File: src/rtl/shared_reg_mailbox.sv
// ---------------------------------------------------------------------------
// shared_reg_mailbox
//
// Peripheral-side endpoint of the processor's shared-register window.
// The processor writes arguments into reg17..reg25 and a command word into
// reg26, then rings the doorbell by changing reg26[31:24] (seq) so that it
// differs from the ack_seq field of reg27. The mailbox snapshots the
// command, streams it to an external engine as header + argument beats,
// waits for the engine's response and publishes status/results in
// reg27..reg29.
//
// Ports:
//   clock            single clock domain
//   ctrl_reset       synchronous reset, active-low
//   reg17..reg25     argument words (argument k is reg(16+k))
//   reg26            command: [31:24] seq, [23:16] opcode, [3:0] arg_count
//   reg27            status: [31:24] ack_seq, [23:16] opcode echo,
//                    [3] bad_count, [2] timeout, [1] error, [0] busy
//   reg28, reg29     result0, result1
//   cmd_valid/ready  command beat handshake
//   cmd_data         beat payload
//   cmd_index        0 = header (reg26 snapshot), 1..9 = argument
//   cmd_last         final beat of the command
//   rsp_valid/ready  response handshake (rsp_ready high only in WAIT)
//   rsp_data0/1      response words
//   rsp_error        engine error flag
//
// Optional feature: define SHARED_REG_MAILBOX_TIMEOUT_EN to abort a WAIT
// that lasts TIMEOUT_CYCLES cycles without a response (timeout = 1,
// results forced to 0). Without it WAIT holds until a response arrives.
// ---------------------------------------------------------------------------
module shared_reg_mailbox #(
  parameter int TIMEOUT_CYCLES = 1024,
  parameter int MAX_ARGS       = 9
) (
  input  logic        clock,
  input  logic        ctrl_reset,
  input  logic [31:0] reg17,
  input  logic [31:0] reg18,
  input  logic [31:0] reg19,
  input  logic [31:0] reg20,
  input  logic [31:0] reg21,
  input  logic [31:0] reg22,
  input  logic [31:0] reg23,
  input  logic [31:0] reg24,
  input  logic [31:0] reg25,
  input  logic [31:0] reg26,
  output logic [31:0] reg27,
  output logic [31:0] reg28,
  output logic [31:0] reg29,
  output logic        cmd_valid,
  input  logic        cmd_ready,
  output logic [31:0] cmd_data,
  output logic [3:0]  cmd_index,
  output logic        cmd_last,
  input  logic        rsp_valid,
  output logic        rsp_ready,
  input  logic [31:0] rsp_data0,
  input  logic [31:0] rsp_data1,
  input  logic        rsp_error
);

  localparam logic [1:0] ST_IDLE = 2'd0;
  localparam logic [1:0] ST_SEND = 2'd1;
  localparam logic [1:0] ST_WAIT = 2'd2;

  localparam logic [3:0] MAX_ARGS_C = 4'(MAX_ARGS);

  logic [1:0]  state_r;
  logic [7:0]  snap_seq_r;
  logic [7:0]  snap_op_r;
  logic [3:0]  snap_cnt_r;
  logic [31:0] args_r [1:9];

  logic [31:0] reg27_r;
  logic [31:0] reg28_r;
  logic [31:0] reg29_r;
  logic        cmd_valid_r;
  logic [31:0] cmd_data_r;
  logic [3:0]  cmd_index_r;
  logic        cmd_last_r;
  logic        rsp_ready_r;

  logic        doorbell_s;
  logic        bad_count_s;
  logic        beat_s;
  logic        accept_s;
  logic        timeout_s;
  logic [3:0]  next_idx_s;

  // Doorbell compares against the published ack_seq, so a command is only
  // picked up while idle and an acknowledged seq never re-fires.
  assign doorbell_s  = (state_r == ST_IDLE) && (reg26[31:24] != reg27_r[31:24]);
  assign bad_count_s = (reg26[3:0] == 4'd0) || (reg26[3:0] > MAX_ARGS_C);
  assign beat_s      = cmd_valid_r && cmd_ready;
  assign accept_s    = rsp_ready_r && rsp_valid;
  assign next_idx_s  = cmd_index_r + 4'd1;

`ifdef SHARED_REG_MAILBOX_TIMEOUT_EN
  localparam int TIMEOUT_W = $clog2(TIMEOUT_CYCLES + 1);

  logic [TIMEOUT_W-1:0] wait_cnt_r;

  // Cycles spent in WAIT; held at zero elsewhere so it is clear on entry.
  always_ff @(posedge clock) begin
    if (!ctrl_reset) begin
      wait_cnt_r <= {TIMEOUT_W{1'b0}};
    end else if (state_r != ST_WAIT) begin
      wait_cnt_r <= {TIMEOUT_W{1'b0}};
    end else begin
      wait_cnt_r <= wait_cnt_r + TIMEOUT_W'(1);
    end
  end

  // Fires on the edge where the count would reach TIMEOUT_CYCLES.
  assign timeout_s = (state_r == ST_WAIT) &&
                     (wait_cnt_r == TIMEOUT_W'(TIMEOUT_CYCLES - 1));
`else
  // Never true for a legal TIMEOUT_CYCLES; WAIT holds until a response.
  assign timeout_s = (TIMEOUT_CYCLES < 0);
`endif

  // Mailbox sequencer: snapshot, beat streaming, response capture.
  always_ff @(posedge clock) begin
    if (!ctrl_reset) begin
      state_r     <= ST_IDLE;
      snap_seq_r  <= 8'h00;
      snap_op_r   <= 8'h00;
      snap_cnt_r  <= 4'd0;
      for (int k = 1; k <= 9; k++) begin
        args_r[k] <= 32'h0000_0000;
      end
      reg27_r     <= 32'h0000_0000;
      reg28_r     <= 32'h0000_0000;
      reg29_r     <= 32'h0000_0000;
      cmd_valid_r <= 1'b0;
      cmd_data_r  <= 32'h0000_0000;
      cmd_index_r <= 4'd0;
      cmd_last_r  <= 1'b0;
      rsp_ready_r <= 1'b0;
    end else begin
      case (state_r)
        ST_IDLE: begin
          if (doorbell_s) begin
            snap_seq_r <= reg26[31:24];
            snap_op_r  <= reg26[23:16];
            snap_cnt_r <= reg26[3:0];
            args_r[1]  <= reg17;
            args_r[2]  <= reg18;
            args_r[3]  <= reg19;
            args_r[4]  <= reg20;
            args_r[5]  <= reg21;
            args_r[6]  <= reg22;
            args_r[7]  <= reg23;
            args_r[8]  <= reg24;
            args_r[9]  <= reg25;
            if (bad_count_s) begin
              // Rejected without any beats; results keep their old values.
              reg27_r <= {reg26[31:16], 12'h000, 4'b1000};
            end else begin
              // ack_seq is left alone while busy so the doorbell stays
              // meaningful to the processor until completion.
              reg27_r     <= {reg27_r[31:16], 12'h000, 4'b0001};
              state_r     <= ST_SEND;
              cmd_valid_r <= 1'b1;
              cmd_data_r  <= reg26;
              cmd_index_r <= 4'd0;
              cmd_last_r  <= 1'b0;
            end
          end
        end
        ST_SEND: begin
          if (beat_s) begin
            if (cmd_last_r) begin
              cmd_valid_r <= 1'b0;
              cmd_last_r  <= 1'b0;
              rsp_ready_r <= 1'b1;
              state_r     <= ST_WAIT;
            end else begin
              cmd_index_r <= next_idx_s;
              cmd_data_r  <= args_r[next_idx_s];
              cmd_last_r  <= (next_idx_s == snap_cnt_r);
            end
          end
        end
        ST_WAIT: begin
          // A response on the same edge as the timeout takes priority.
          if (accept_s) begin
            reg27_r     <= {snap_seq_r, snap_op_r, 12'h000, 1'b0, 1'b0, rsp_error, 1'b0};
            reg28_r     <= rsp_data0;
            reg29_r     <= rsp_data1;
            rsp_ready_r <= 1'b0;
            state_r     <= ST_IDLE;
          end else if (timeout_s) begin
            reg27_r     <= {snap_seq_r, snap_op_r, 12'h000, 4'b0100};
            reg28_r     <= 32'h0000_0000;
            reg29_r     <= 32'h0000_0000;
            rsp_ready_r <= 1'b0;
            state_r     <= ST_IDLE;
          end
        end
        default: begin
          state_r     <= ST_IDLE;
          cmd_valid_r <= 1'b0;
          cmd_last_r  <= 1'b0;
          rsp_ready_r <= 1'b0;
        end
      endcase
    end
  end

  assign reg27     = reg27_r;
  assign reg28     = reg28_r;
  assign reg29     = reg29_r;
  assign cmd_valid = cmd_valid_r;
  assign cmd_data  = cmd_data_r;
  assign cmd_index = cmd_index_r;
  assign cmd_last  = cmd_last_r;
  assign rsp_ready = rsp_ready_r;

endmodule

File: config.mk
export PLATFORM = sky130hd
export DESIGN_NAME = shared_reg_mailbox
export DESIGN_NICKNAME = d
export VERILOG_FILES = /design/src/rtl/shared_reg_mailbox.sv
export SDC_FILE = /design/constraint.sdc
export NUM_CORES = 1
export LEC_CHECK = 0
export CAP_MARGIN = 15
export CORE_MARGIN = 4
export CORE_UTILIZATION = 45
export CTS_BUF_LIST = sky130_fd_sc_hd__clkbuf_4 sky130_fd_sc_hd__clkbuf_8
export CTS_CLUSTER_DIAMETER = 200
export DETAILED_ROUTE_END_ITERATION = 8
export PLACE_DENSITY_LB_ADDON = 0.05
export RECOVER_POWER = 50
export SYNTH_ARGS = -nofsm -noshare
export SYNTH_HDL_FRONTEND = slang
export SYNTH_SLANG_ARGS = --single-unit
export TNS_END_PERCENT = 100
File: constraint.sdc
create_clock -name clock -period 10.4 [get_ports clock]
set_input_delay 1.04 -clock clock [delete_from_list [all_inputs] [get_ports clock]]
set_output_delay 1.04 -clock clock [all_outputs]
set_load 0.1 [all_outputs]
# --- Word-level counts from Yosys, hierarchy flattened ---
# Memories as Yosys holds them, arrays and structs flattened.
# Index checks and enable logic that the tools add are counted.
op_classes:
  eq_ne: 11
  reduce_logical: 17
  bitwise_logic: 11
  add_sub_neg: 1
  n_mux: 48
  n_lt_le_gt_ge: 1
ops:
  columns: ["op", "n"]
  rows:
  - ["$mux 32", 16]
  - ["$pmux 32 s2", 2]
  - ["$mux 1", 16]
  - ["$mux 4", 4]
  - ["$reduce_and 5->1", 3]
  - ["$ne 2x2->1 const B", 7]
  - ["$reduce_and 4->1", 3]
  - ["$mux 2", 5]
  - ["$or 1x1->1", 9]
  - ["$pmux 1 s3", 3]
  - ["$ne 8x8->1", 1]
  - ["$pmux 4 s2", 1]
  - ["$pmux 2 s3", 1]
  - ["$add 4x1->4 const B", 1]
  - ["$eq 4x4->1", 1]
  - ["$gt 4x4->1 const B", 1]
  - ["$logic_not 4->1", 1]
  - ["$reduce_and 2->1", 2]
  - ["$reduce_bool 2->1", 2]
  - ["$logic_and 1x1->1", 3]
  - ["$reduce_and 3->1", 1]
  - ["$eq 2x1->1 const B", 1]
  - ["$eq 2x2->1 const B", 1]
  - ["$logic_not 2->1", 1]
  - ["other kinds (2)", 3]
totals:
  word_cells: 103
  output_inout_bits: 135
  mem_count: 1
  ram_bits: 288
  regBits: 157
mem_list:
  columns: ["memory", "depth", "width", "rd", "rd_clocked_by_memory_dff", "wr", "line", "text"]
  rows:
  - ["args_r", 9, 32, 1, 0, 9, "73", "logic [31:0] args_r [1:9];"]

# --- Logic depth before layout (Yosys ltp) ---
logic_depth:
  depth_word: 7
  ltp_mapped: 8

# --- Least setup slack after synthesis ---
# No wires, ideal clock.
synth_timing:
  path_kind: "input -> register"
  start: "input reg26[25]"
  end: "memory args_r[1][0], enable pin"
  setup_time_ns: 2.194
  slack_ns: 1.246
  path_stages: 6
  t_arrival_ns: 6.960
  required_ns: 8.206
  path_cell_list: "xor2_1 nor4_2 a211o_1 buf_2 buf_2 nand2_1"
synth_lines:
  columns: ["item", "line", "text"]
  rows:
  - ["from (decl)", "47", "input logic [31:0] reg26,"]
  - ["to (decl)", "73", null]

# --- Worst setup path in the final report ---
layout_timing:
  start: "register state_r[0]"
  end: "register cmd_data_r[29], in the netlist cmd_data[29]"
layout_via:
  elab_chain_len: 4
  word_cells_on_any_way: 10
  cone_classes: "5 x eq/ne; 1 x mux; 4 x reduce/logical"
layout_rtl:
  columns: ["item", "line", "text"]
  rows:
  - ["from (decl)", "69", "logic [1:0] state_r;"]
  - ["from (signal assigned)", "126", "state_r <= ST_IDLE;"]
  - ["from (signal assigned)", "164", "state_r <= ST_SEND;"]
  - ["from (signal assigned)", "178", "state_r <= ST_WAIT;"]
  - ["$logic_not 2->1", "93, 142", null]
  - ["$logic_and 1x1->1", "93", "assign doorbell_s = (state_r == ST_IDLE) && (reg26[31:24] != reg27_r[31:24]);"]
  - ["$ne 2x2->1 (no source line)", null, null]
  - ["$reduce_and 5->1 (no source line)", null, null]
  - ["to (signal assigned)", "166", "cmd_data_r <= reg26;"]
  - ["to (signal assigned)", "181", "cmd_data_r <= args_r[next_idx_s];"]
  - ["to (decl)", "79", "logic [31:0] cmd_data_r;"]
# Several ways; a longest one is shown, not always the timed one.
# A chain may end at the register's enable or synchronous reset.

==> impl_metrics.ini <==
[route]
wl_per_cell_um = 22.49
first_pass_iters = 5
drt-initial-drc-count = 1278
via_per_inst = 5.499
met3_length_um = 4879
highest_layer = met5
postRouteAntennaNets = 0
vias = 14950
wirelength_met1_um = 23830
post-route-drc-count = 0
wl_met2_um = 30760
drt-total-wl_um = 61150

[power_and_ir_drop]
irDropWorstVdd_mv = 0.09354
power_mw = 5.344
power_density_nw_per_um2 = 206.6
leakagePower_nw = 10.49

[synth]
synth_seq_cells = 432
synth.distinct_cells = 48
syn_avg_cell_area_um2 = 11.44
syn_inst = 1684
synth_top_cell_area_share_pct = 44.88
ys.flop_type = edfxtp_1
synth_edf_count = 288
async_flop_share_pct = 0
ys.warnings.count = 0
ys_seq_area_share_pct = 59.84
ys_top_cells_by_area = edfxtp_1 (45%), dfxtp_1 (15%), and3_1 (9.4%)
synth_top_area_cell = edfxtp_1
synth_area_um2 = 19270

[global_routing]
grt_pass1_vias = 14840
grt_use_total_pct = 25.52
grt_pass1_wl_um = 90530
antenna_found_initial = 11
grt.overflow.total = 0
grt_max_degree = 161

[critical_path]
critPathCaptureType = register
crit_arrival_ns = 6.37
required_ns = 10.95
rr_startpoint = state_r[0]
cp_max_fo = 37
reg2reg_to = cmd_data[29]
cp-start-kind = register
reg2regPathDepth = 5
rrSetupSlack_ns = 4.58
worstSetupStartpoint = state_r[0]
crit_type = register to register

[timing]
fin_skew_ns = 0.03254
fin_crit_sh_pct = 55.96
hold_viol = 0
finalMaxSlewViolations = 327
setup_tns_ns = 0
setup_slack_ns = 4.580
period_needed_ns = 5.820
finalSetupViolations = 0
timing.fmax_mhz = 171.8
rsz0062_at_grt = no
maxSlewHeadroom_pct = -129.7
tightest_slew_ns = 3.445

[clocking]
clk_latency_ns = 0.62
post_cts_buffers = 0
clock_sinks = 432
clockBufferDepth = 3
clkTransAtPathRegs_ns = 0.06
htreeDepth = 3
clock-root-buffer = clkbuf_8
hold_buffers = 0
cts_tree = done
cts-buffers-inserted = 73
cts.repair.resized = 0

[floorplanning]
io_pins = 524
die_w_um = 214.9
start_util_pct = 45.73
row_count = 75
dieArea_um2 = 46200
die_h_um = 214.9
core_area_um2 = 42130

[layout]
final_core_util_pct = 61.41
layout_commonest_cell = clkdlybuf4s50_1
drive_above_1_share_pct = 8.234
final_cell_area_um2 = 25870
area_delta_synth_final_pct = 34.27
nets = 2507
final_cell_mix = clkdlybuf4s50_1 (387), and3_1 (291), edfxtp_1 (288)

[placed_design]
dp_slack_ns = 5.206
placed_cell_area_um2 = 24470
dpl.hpwl_um = 42020
io_buffers = 510
place.gp.congestion = 0.8485

[worst_hold_path]
holdPathStages = 2
hp-start = reg28[18]
worstHoldEndpoint = reg28[18]
hold_path_class = register to register

[outcome]
outcome = finished with violations
violations = max-capacitance violations, max-slew violations

[run]
cap_violations = 6
-- report_power, final --
group / switching (mW) / internal [mW]
combinational: 1.00 / 0.480
sequential: 0.112 / 2.25
clock: 0.665 / 0.833
-- flip-flops by register name, summed over array words and instances, names as in the netlist --
name,flops
reg28,32
reg27,19
reg29,32
cmd_valid,1
args_r,288
snap_cnt_r,4
cmd_data,32
snap_seq_r,8
rsp_ready,1
cmd_index,4
cmd_last,1
snap_op_r,8
state_r,2
-- critical path: stages (launching register included) --
cell and delay (ns):
dfxtp_1 0.62, nor2b_1 1.65, clkbuf_1 1.27, nand3_1 1.43, nor2b_1 0.55, o311a_1 0.21
-- metal layers --
layer	up-vias	track usage, %
li1	7093	-
met1	7168	31.86
met2	600	43.79
met3	89	6.088
met4	2	8.602
met5	-	0
-- worst max-delay path by stage --
stage,end
5_1_grt,cmd_data[27]
3_3_place_gp,args_r[6][7]
4_1_cts,args_r[6][6]
3_5_place_dp,args_r[7][7]
2_1_floorplan,args_r[1][0]
6_report,cmd_data[29]
-- cells in the mapped netlist, types with 2 or more instances --
| cell type | number |
|---|---|
| clkbuf_1 | 108 |
| clkbuf_2 | 10 |
| nand3_1 | 9 |
| xor2_1 | 11 |
| nor2_1 | 35 |
| o211ai_1 | 32 |
| mux2i_1 | 67 |
| buf_2 | 38 |
| o311a_1 | 47 |
| mux4_2 | 32 |
| buf_1 | 6 |
| nor2b_1 | 33 |
| a21oi_1 | 91 |
| edfxtp_1 | 288 |
| and2_1 | 2 |
| nor4_2 | 2 |
| o221ai_1 | 16 |
| buf_4 | 14 |
| dfxtp_1 | 144 |
| nand2_1 | 276 |
| o21ai_0 | 66 |
| a211o_1 | 2 |
| nor4_1 | 2 |
| and3_1 | 291 |
| o31ai_1 | 32 |
| buf_6 | 5 |
| nor3b_1 | 2 |
| xnor2_1 | 3 |
-- cell families (layout without fill, tap and decap cells) --
logic type               after synthesis  after routing  synth area share [%]
AND/OR/NAND/NOR                      657            657                 17.34
flip-flops                           432            432                 59.84
AO/OA/AOI/OAI                        296            296                 10.42
buffers and inverters                183            661                 4.344
multiplexers                         100            100                 7.337
XOR/XNOR                              14             14                0.6363
adder cells (fa/ha/maj)                1              1               0.06492
other                                  1             19               0.01946
-- cell type report --
cell class | instances | area, um2
fill | 3489 | 16260
sequential | 432 | 11530
multi-input combinational | 1081 | 6964
timing repair buffer | 527 | 5233
clock buffer | 114 | 1369
tap | 539 | 674.4
clock inverter | 18 | 76.32
antenna | 6 | 15.01
inverter | 2 | 7.507
-- per-stage QoR --
| stage | instances | hold WS (ns) |
|---|---|---|
| finish | 2719 | 0.4479 |
| global route | 2718 | 0.4641 |
| CTS | 2712 | 0.4533 |
| detailed placement | 2580 | 0.4453 |
| global placement | 2580 | 0.4413 |
| floorplan | 1696 | 0.4366 |
Note: power is estimated with default switching activity, not from simulation.
